===== src/rtl/conv_cfg_pkg.sv =====
// Shared definitions for the convolution filter configuration controller:
// register map, FSM state encoding and the identity-kernel reset constants.
package conv_cfg_pkg;

  localparam int unsigned ADDR_COEF0 = 0;
  localparam int unsigned ADDR_DIV   = 9;
  localparam int unsigned ADDR_BIAS  = 10;
  localparam int unsigned ADDR_CTRL  = 11;

  localparam int unsigned NUM_TAPS   = 9;

  // Identity kernel: only the centre tap (row 1, col 1) is 1, the divisor is 1 and the bias is 0.
  localparam int unsigned IDENT_TAP  = 4;
  localparam int          IDENT_DIV  = 1;
  localparam logic [7:0]  IDENT_BIAS = 8'h00;

  typedef enum logic [1:0] {
    IDLE    = 2'd0,
    PENDING = 2'd1,
    APPLY   = 2'd2
  } cfg_state_t;

endpackage


===== src/rtl/frame_tracker.sv =====
// Follows a valid/sop/eop pixel stream and reports frame occupancy, a wrapping
// count of completed frames, and the qualified sop/eop beats.
module frame_tracker #(
  parameter int CNT_WIDTH = 16
) (
  input  logic                 clk,
  input  logic                 reset,
  input  logic                 valid,
  input  logic                 sop,
  input  logic                 eop,
  output logic                 in_frame,
  output logic [CNT_WIDTH-1:0] frame_cnt,
  output logic                 sop_beat,
  output logic                 eop_beat
);

  assign sop_beat = valid & sop;
  assign eop_beat = valid & eop;

  // eop wins over sop so a single-pixel frame leaves in_frame low
  always_ff @(posedge clk) begin
    if (reset) begin
      in_frame  <= 1'b0;
      frame_cnt <= '0;
    end else if (eop_beat) begin
      in_frame  <= 1'b0;
      frame_cnt <= frame_cnt + 1'b1;
    end else if (sop_beat) begin
      in_frame  <= 1'b1;
    end
  end

endmodule


===== src/rtl/conv_filter_cfg_ctrl.sv =====
// Shadow/active kernel register file for the RGB 3x3 convolution filter. A commit
// copies the shadow set to the active outputs only between frames.
module conv_filter_cfg_ctrl
  import conv_cfg_pkg::*;
#(
  parameter int COEF_WIDTH = 5,
  parameter int ADDR_WIDTH = 4,
  parameter int CNT_WIDTH  = 16
) (
  input  logic                         clk,
  input  logic                         reset,
  input  logic                         wr_en_i,
  input  logic                         rd_en_i,
  input  logic [ADDR_WIDTH-1:0]        addr_i,
  input  logic [7:0]                   wr_data_i,
  output logic [7:0]                   rd_data_o,
  output logic                         rd_valid_o,
  output logic                         wr_err_o,
  input  logic                         valid_i,
  input  logic                         sop_i,
  input  logic                         eop_i,
  output logic signed [COEF_WIDTH-1:0] coef_o [3][3],
  output logic signed [COEF_WIDTH-1:0] div_coef_o,
  output logic [7:0]                   bias_factor_o,
  output logic                         pending_o,
  output logic                         commit_done_o,
  output logic                         cfg_err_o,
  output logic                         in_frame_o,
  output logic [CNT_WIDTH-1:0]         frame_cnt_o
);

  function automatic logic signed [COEF_WIDTH-1:0] ident_coef(input int unsigned idx);
    return (idx == IDENT_TAP) ? COEF_WIDTH'(1) : '0;
  endfunction

  function automatic logic [7:0] sext8(input logic signed [COEF_WIDTH-1:0] c);
    logic signed [7:0] r;
    r = 8'(c);
    return r;
  endfunction

  cfg_state_t                   state, state_nxt;
  logic signed [COEF_WIDTH-1:0] shadow_coef [NUM_TAPS];
  logic signed [COEF_WIDTH-1:0] shadow_div;
  logic [7:0]                   shadow_bias;
  logic                         sop_beat, eop_beat;
  logic                         commit_wr, shadow_wr, shadow_we;
  logic                         wr_err_nxt, cfg_err_nxt;
  logic [7:0]                   rd_mux;
  int unsigned                  addr;

  frame_tracker #(
    .CNT_WIDTH (CNT_WIDTH)
  ) u_frame_tracker (
    .clk       (clk),
    .reset     (reset),
    .valid     (valid_i),
    .sop       (sop_i),
    .eop       (eop_i),
    .in_frame  (in_frame_o),
    .frame_cnt (frame_cnt_o),
    .sop_beat  (sop_beat),
    .eop_beat  (eop_beat)
  );

  always_comb begin
    addr      = 32'(addr_i);
    commit_wr = wr_en_i && (addr == ADDR_CTRL) && wr_data_i[0];
    shadow_wr = wr_en_i && (addr <= ADDR_BIAS);
  end

  assign pending_o     = (state == PENDING);
  assign commit_done_o = (state == APPLY);

  // A commit with a frame already open, or opening this very cycle, must wait for its eop
  always_comb begin
    state_nxt   = state;
    shadow_we   = shadow_wr;
    wr_err_nxt  = 1'b0;
    cfg_err_nxt = 1'b0;
    case (state)
      IDLE: begin
        if (commit_wr) begin
          if (shadow_div == '0)              cfg_err_nxt = 1'b1;
          else if (!in_frame_o && !sop_beat) state_nxt   = APPLY;
          else                               state_nxt   = PENDING;
        end
      end
      PENDING: begin
        shadow_we  = 1'b0;
        wr_err_nxt = shadow_wr;
        if (eop_beat) state_nxt = APPLY;
      end
      APPLY:   state_nxt = IDLE;
      default: state_nxt = IDLE;
    endcase
  end

  // Reads see the shadow state before any same-cycle write lands
  always_comb begin
    rd_mux = '0;
    for (int unsigned i = 0; i < NUM_TAPS; i++)
      if (addr == ADDR_COEF0 + i) rd_mux = sext8(shadow_coef[i]);
    if (addr == ADDR_DIV)  rd_mux = sext8(shadow_div);
    if (addr == ADDR_BIAS) rd_mux = shadow_bias;
    if (addr == ADDR_CTRL) rd_mux = {6'b0, in_frame_o, pending_o};
  end

  always_ff @(posedge clk) begin
    if (reset) begin
      state         <= IDLE;
      wr_err_o      <= 1'b0;
      cfg_err_o     <= 1'b0;
      rd_valid_o    <= 1'b0;
      rd_data_o     <= '0;
      shadow_div    <= COEF_WIDTH'(IDENT_DIV);
      shadow_bias   <= IDENT_BIAS;
      div_coef_o    <= COEF_WIDTH'(IDENT_DIV);
      bias_factor_o <= IDENT_BIAS;
      for (int unsigned i = 0; i < NUM_TAPS; i++)
        shadow_coef[i] <= ident_coef(i);
      for (int unsigned r = 0; r < 3; r++)
        for (int unsigned c = 0; c < 3; c++)
          coef_o[r][c] <= ident_coef(r * 3 + c);
    end else begin
      state      <= state_nxt;
      wr_err_o   <= wr_err_nxt;
      cfg_err_o  <= cfg_err_nxt;
      rd_valid_o <= rd_en_i;
      if (rd_en_i) rd_data_o <= rd_mux;
      if (shadow_we) begin
        for (int unsigned i = 0; i < NUM_TAPS; i++)
          if (addr == ADDR_COEF0 + i) shadow_coef[i] <= $signed(wr_data_i[COEF_WIDTH-1:0]);
        if (addr == ADDR_DIV)  shadow_div  <= $signed(wr_data_i[COEF_WIDTH-1:0]);
        if (addr == ADDR_BIAS) shadow_bias <= wr_data_i;
      end
      if (state == APPLY) begin
        div_coef_o    <= shadow_div;
        bias_factor_o <= shadow_bias;
        for (int unsigned r = 0; r < 3; r++)
          for (int unsigned c = 0; c < 3; c++)
            coef_o[r][c] <= shadow_coef[r * 3 + c];
      end
    end
  end

endmodule


===== config.mk =====
export PLATFORM = sky130hd
export DESIGN_NAME = conv_filter_cfg_ctrl
export DESIGN_NICKNAME = d
export VERILOG_FILES = /design/src/rtl/conv_cfg_pkg.sv /design/src/rtl/frame_tracker.sv /design/src/rtl/conv_filter_cfg_ctrl.sv
export SDC_FILE = /design/constraint.sdc
export NUM_CORES = 1
export LEC_CHECK = 0
export BUFFER_PORTS_ARGS = -buffer_cell sky130_fd_sc_hd__clkbuf_2
export CAP_MARGIN = 20
export CORE_MARGIN = 2
export CORE_UTILIZATION = 45
export CTS_CLUSTER_DIAMETER = 150
export DETAILED_ROUTE_END_ITERATION = 8
export MAX_ROUTING_LAYER = met4
export PLACE_DENSITY_LB_ADDON = 0.12
export REMOVE_ABC_BUFFERS = 1
export SYNTH_ARGS = -nofsm -noshare
export SYNTH_HDL_FRONTEND = slang
export SYNTH_HIERARCHICAL = 1
export SYNTH_SLANG_ARGS = --single-unit

===== constraint.sdc =====
create_clock -name clk -period 2.3 [get_ports clk]
set_input_delay 0.46 -clock clk [delete_from_list [all_inputs] [get_ports clk]]
set_output_delay 0.46 -clock clk [all_outputs]
set_load 0.02 [all_outputs]

==> impl_results.md <==
- Syn Std Cell Area: between 0.005 and 0.006 mm^2
- Top_reg_cell synth: dfxtp_1
- Routed Antenna Nets: 0
- Global placement routability congestion: ~0.94
- Worst-skew pair later-pin latency: between 0.4 and 0.5 ns
- CP cell instances: and2b_1 -> nor2b_1 -> buf_4 -> nor3b_2 -> and2_1
- Slew Viols, Final: 0
- Crit-path slowest cell: and2_1
- Fmax: 529 MHz
- Post CTS Setup Buffer Count: 0
- Fill count: 1,213
- Largest net degree at the start of global routing: 75
- Final Util: between 50% and 60%
- Critical Path Fanout Max: 9
- Worst Path Arrival: approximately 2.1 ns
- Die Ht: 119 um
- Hold_ws: ~0.27 ns
- Synth Area in Compound Gates: between 10 and 15%
- I/O pin cnt: 107
- Total Wirelength: approximately 15 mm
- Via count: roughly 4,800
- Tightest Pin Transition: 0.596 ns
- # setup viols final: 0
- Post-CTS Resized: 0
- Final hold vios: 0
- Seq cells post-synth: roughly 150
- DIE AREA: approximately 0.014 mm^2
- Final Non-Filler Cells: a little over 900
- # DRC: 0
- Area delta synth->final: 22.4%
- Seq/Total Area, Yosys: a little under three fifths
- Slew margin rel.: around 60%
- Power density over the cells: around 800 mW/mm^2
- Worst slack, placed: between 0.15 and 0.2 ns
- CP Class: reg2reg
- Adder-Cell Fraction of Synth Area: less than 1%
- YS warnings: 6
- CTS sink cnt: 146
- Post-Syn Area per Cell: between 9 and 10 um^2
- PnR worst setup slack: between 0.4 and 0.5 ns
- Simple-Gate Fraction of Synth Area: around 20%
- Leakage Power: approximately 2.9 nW
- Number of global-route vias before repair: around 4,500
- Mux cell area share after synthesis: under 10%
- Diode count: 0
- Setup slack, reg-to-reg: approximately 0.41 ns
- Worst Hold Class: in2reg
- Outcome: complete, no violations
- DR WL/cell: ~17 um
- Req. time, crit path: roughly 2.5 ns
- First-pass GRT wire length: between 20 and 25 mm
- Critical Path Source Type: flip-flop
- Clock Tree Buf Depth: 2
- Xor and xnor area share after synthesis: approximately 1.6%
- Clock slew at reported path FFs: approximately 0.060 ns
- Hold_buf cts: 0
- DP Cell Count: ~880
- Hold depth: 3
- Fraction of layout instances using a drive strength above 1: around 25%
- Initial antenna violation count: 0
- Worst IR drop on VDD: about 0.49 mV
- Nets: around 740
- Vias per cell: 5.25
- Main combinational cell family by area after synthesis: simple AND/OR/NAND/NOR gates
- Worst-case reg-to-reg path depth: 5
- First-pass iteration count of the detailed router: 4
- EDFF count, synth: 45
- Fin crit period: around 1.9 ns
- Core area: between 0.01 and 0.015 mm^2
- H-tree Lvls: 4
- Hold path start: wr_data_i[7]
- Worst setup EP type: flip-flop
- Max-Cap Viols: 0
- Port bufs: approximately 110
- Design Power: 5.86 mW
- DP Wirelength: 11.0 mm
- Starting Density: between 40% and 50%
- Ys async rst share: 0%
- TritonCTS clock tree: yes
- CP max stage delay: 0.42 ns
- Root buffer cell: clkbuf_16
- Syn Inst Count: about 610
- First DRT Iteration DRCs: ~270
- Crit share post-route: between 80% and 90%
- CTS Buf Count: 17
- Cell variety after synth: between 60 and 70
- Hold EP: shadow_bias[7]$_SDFFE_PP0P_
- Worst Skew: 0.00597 ns
- Worst r2r src: state[1]$_SDFFE_PP0P_
- Die width: 119 um
- RSZ-0062 raised after global routing: false
- Row Count: between 40 and 50
- R2R Path End: shadow_coef[0][44]$_DFFE_PP_
- GRT overflow: 0
- Tot GR Track Use: ~23%
[cells by family after synthesis]
family                     Yosys count
AOI/OAI and AO/OA                  124
xor gates and xnor gates            11
and+or+nand+nor                    256
muxes                               25
adders and majority gates            1
buffers and inverters               49
DFF                                146
[flip-flops by register name, indices dropped and copies added, names as in the netlist]
signal / flops
cfg_err_o: 1
rd_data_o: 8
u_frame_tracker/frame_cnt: 16
shadow_div: 5
div_coef_o: 5
state: 2
u_frame_tracker/in_frame: 1
wr_err_o: 1
coef_o: 45
rd_valid_o: 1
shadow_bias: 8
shadow_coef: 45
bias_factor_o: 8
[layer usage]
layer | global-route usage, % | share of wire, % | vias up
met3 | 7.28 | 5.7 | 23
met2 | 34.3 | 47 | 138
met1 | 29.3 | 46 | 2268
met4 | 7.96 | 1.9 | 0
li1 | - | - | 2337
met5 | - | 0 | -
[placed cells by master, fill, tap and decap left out, types with 7 or more instances in the layout]
cell type / n
xor2_1: 7
clkbuf_2: 105
dfxtp_1: 101
buf_4: 22
mux2i_1: 17
nand2_1: 142
nor2_1: 41
nand2b_1: 7
and2_1: 8
nor3_1: 10
edfxtp_1: 45
o21ai_0: 11
nand4_1: 9
a21oi_1: 68
clkbuf_16: 17
o21bai_1: 8
[synthesized netlist by cell type (all sizes together), types with 6 or more instances]
cell | number | area, um^2
nand2b | 8 | 50.1
nor2b | 7 | 46.3
inv | 7 | 26.3
buf | 20 | 125
mux2i | 17 | 170
nor3 | 10 | 50.1
nand3 | 6 | 40.0
xor2 | 7 | 61.3
nand4 | 9 | 56.3
and2 | 8 | 50.1
dfxtp | 101 | 2020
a21oi | 69 | 349
nand2 | 142 | 533
edfxtp | 45 | 1350
clkbuf | 22 | 82.6
nor2 | 42 | 165
o21bai | 8 | 60.1
o21ai | 15 | 75.1
[critical path: cells and delay by family, from the launching register on]
kind	cells	cell delay, ns
AND/OR/NAND/NOR	4	1.13
buffers and inverters	1	0.17
flip-flops	1	0.36
[where the power goes]
group	total [mW]	switching, mW	internal [mW]	leakage, nW
logic	0.354	0.217	0.137	1.36
clock network	2.69	1.09	1.60	0.275
registers	2.81	0.0698	2.74	1.25
[worst max path at each step]
stage	from	end	slack, ns	cells past startpoint
floorplan	state[0]$_SDFFE_PP0P_	commit_done_o	-0.31	2
global placement	addr_i[1]	rd_data_o[1]$_SDFFE_PP0P_	0.32	8
detailed placement	addr_i[1]	shadow_coef[0][18]$_DFFE_PP_	0.19	5
CTS	state[1]$_SDFFE_PP0P_	shadow_coef[0][16]$_DFFE_PP_	0.41	5
global route	state[1]$_SDFFE_PP0P_	shadow_coef[0][16]$_DFFE_PP_	0.28	5
finish	state[1]$_SDFFE_PP0P_	shadow_coef[0][44]$_DFFE_PP_	0.41	5
[layout make-up]
class	count	area [um^2]	area share (%)
Inverter	7	26.3	0.360
Tap cell	176	220	3.02
Clock inverter	15	159	2.18
Clock buffer	17	425	5.83
Timing Repair Buffer	130	736	10.1
Multi-Input combinational cell	417	2360	32.4
Sequential cell	146	3370	46.2
[per-stage QoR]
step	cell area [um^2]	TNS, ns
after floorplan	5760	-14.43
after global placement	6720	0
after detailed placement	6720	0
after CTS	7300	0
after global routing	7300	0
final	7300	0
Power figures use the tool's default switching activity.
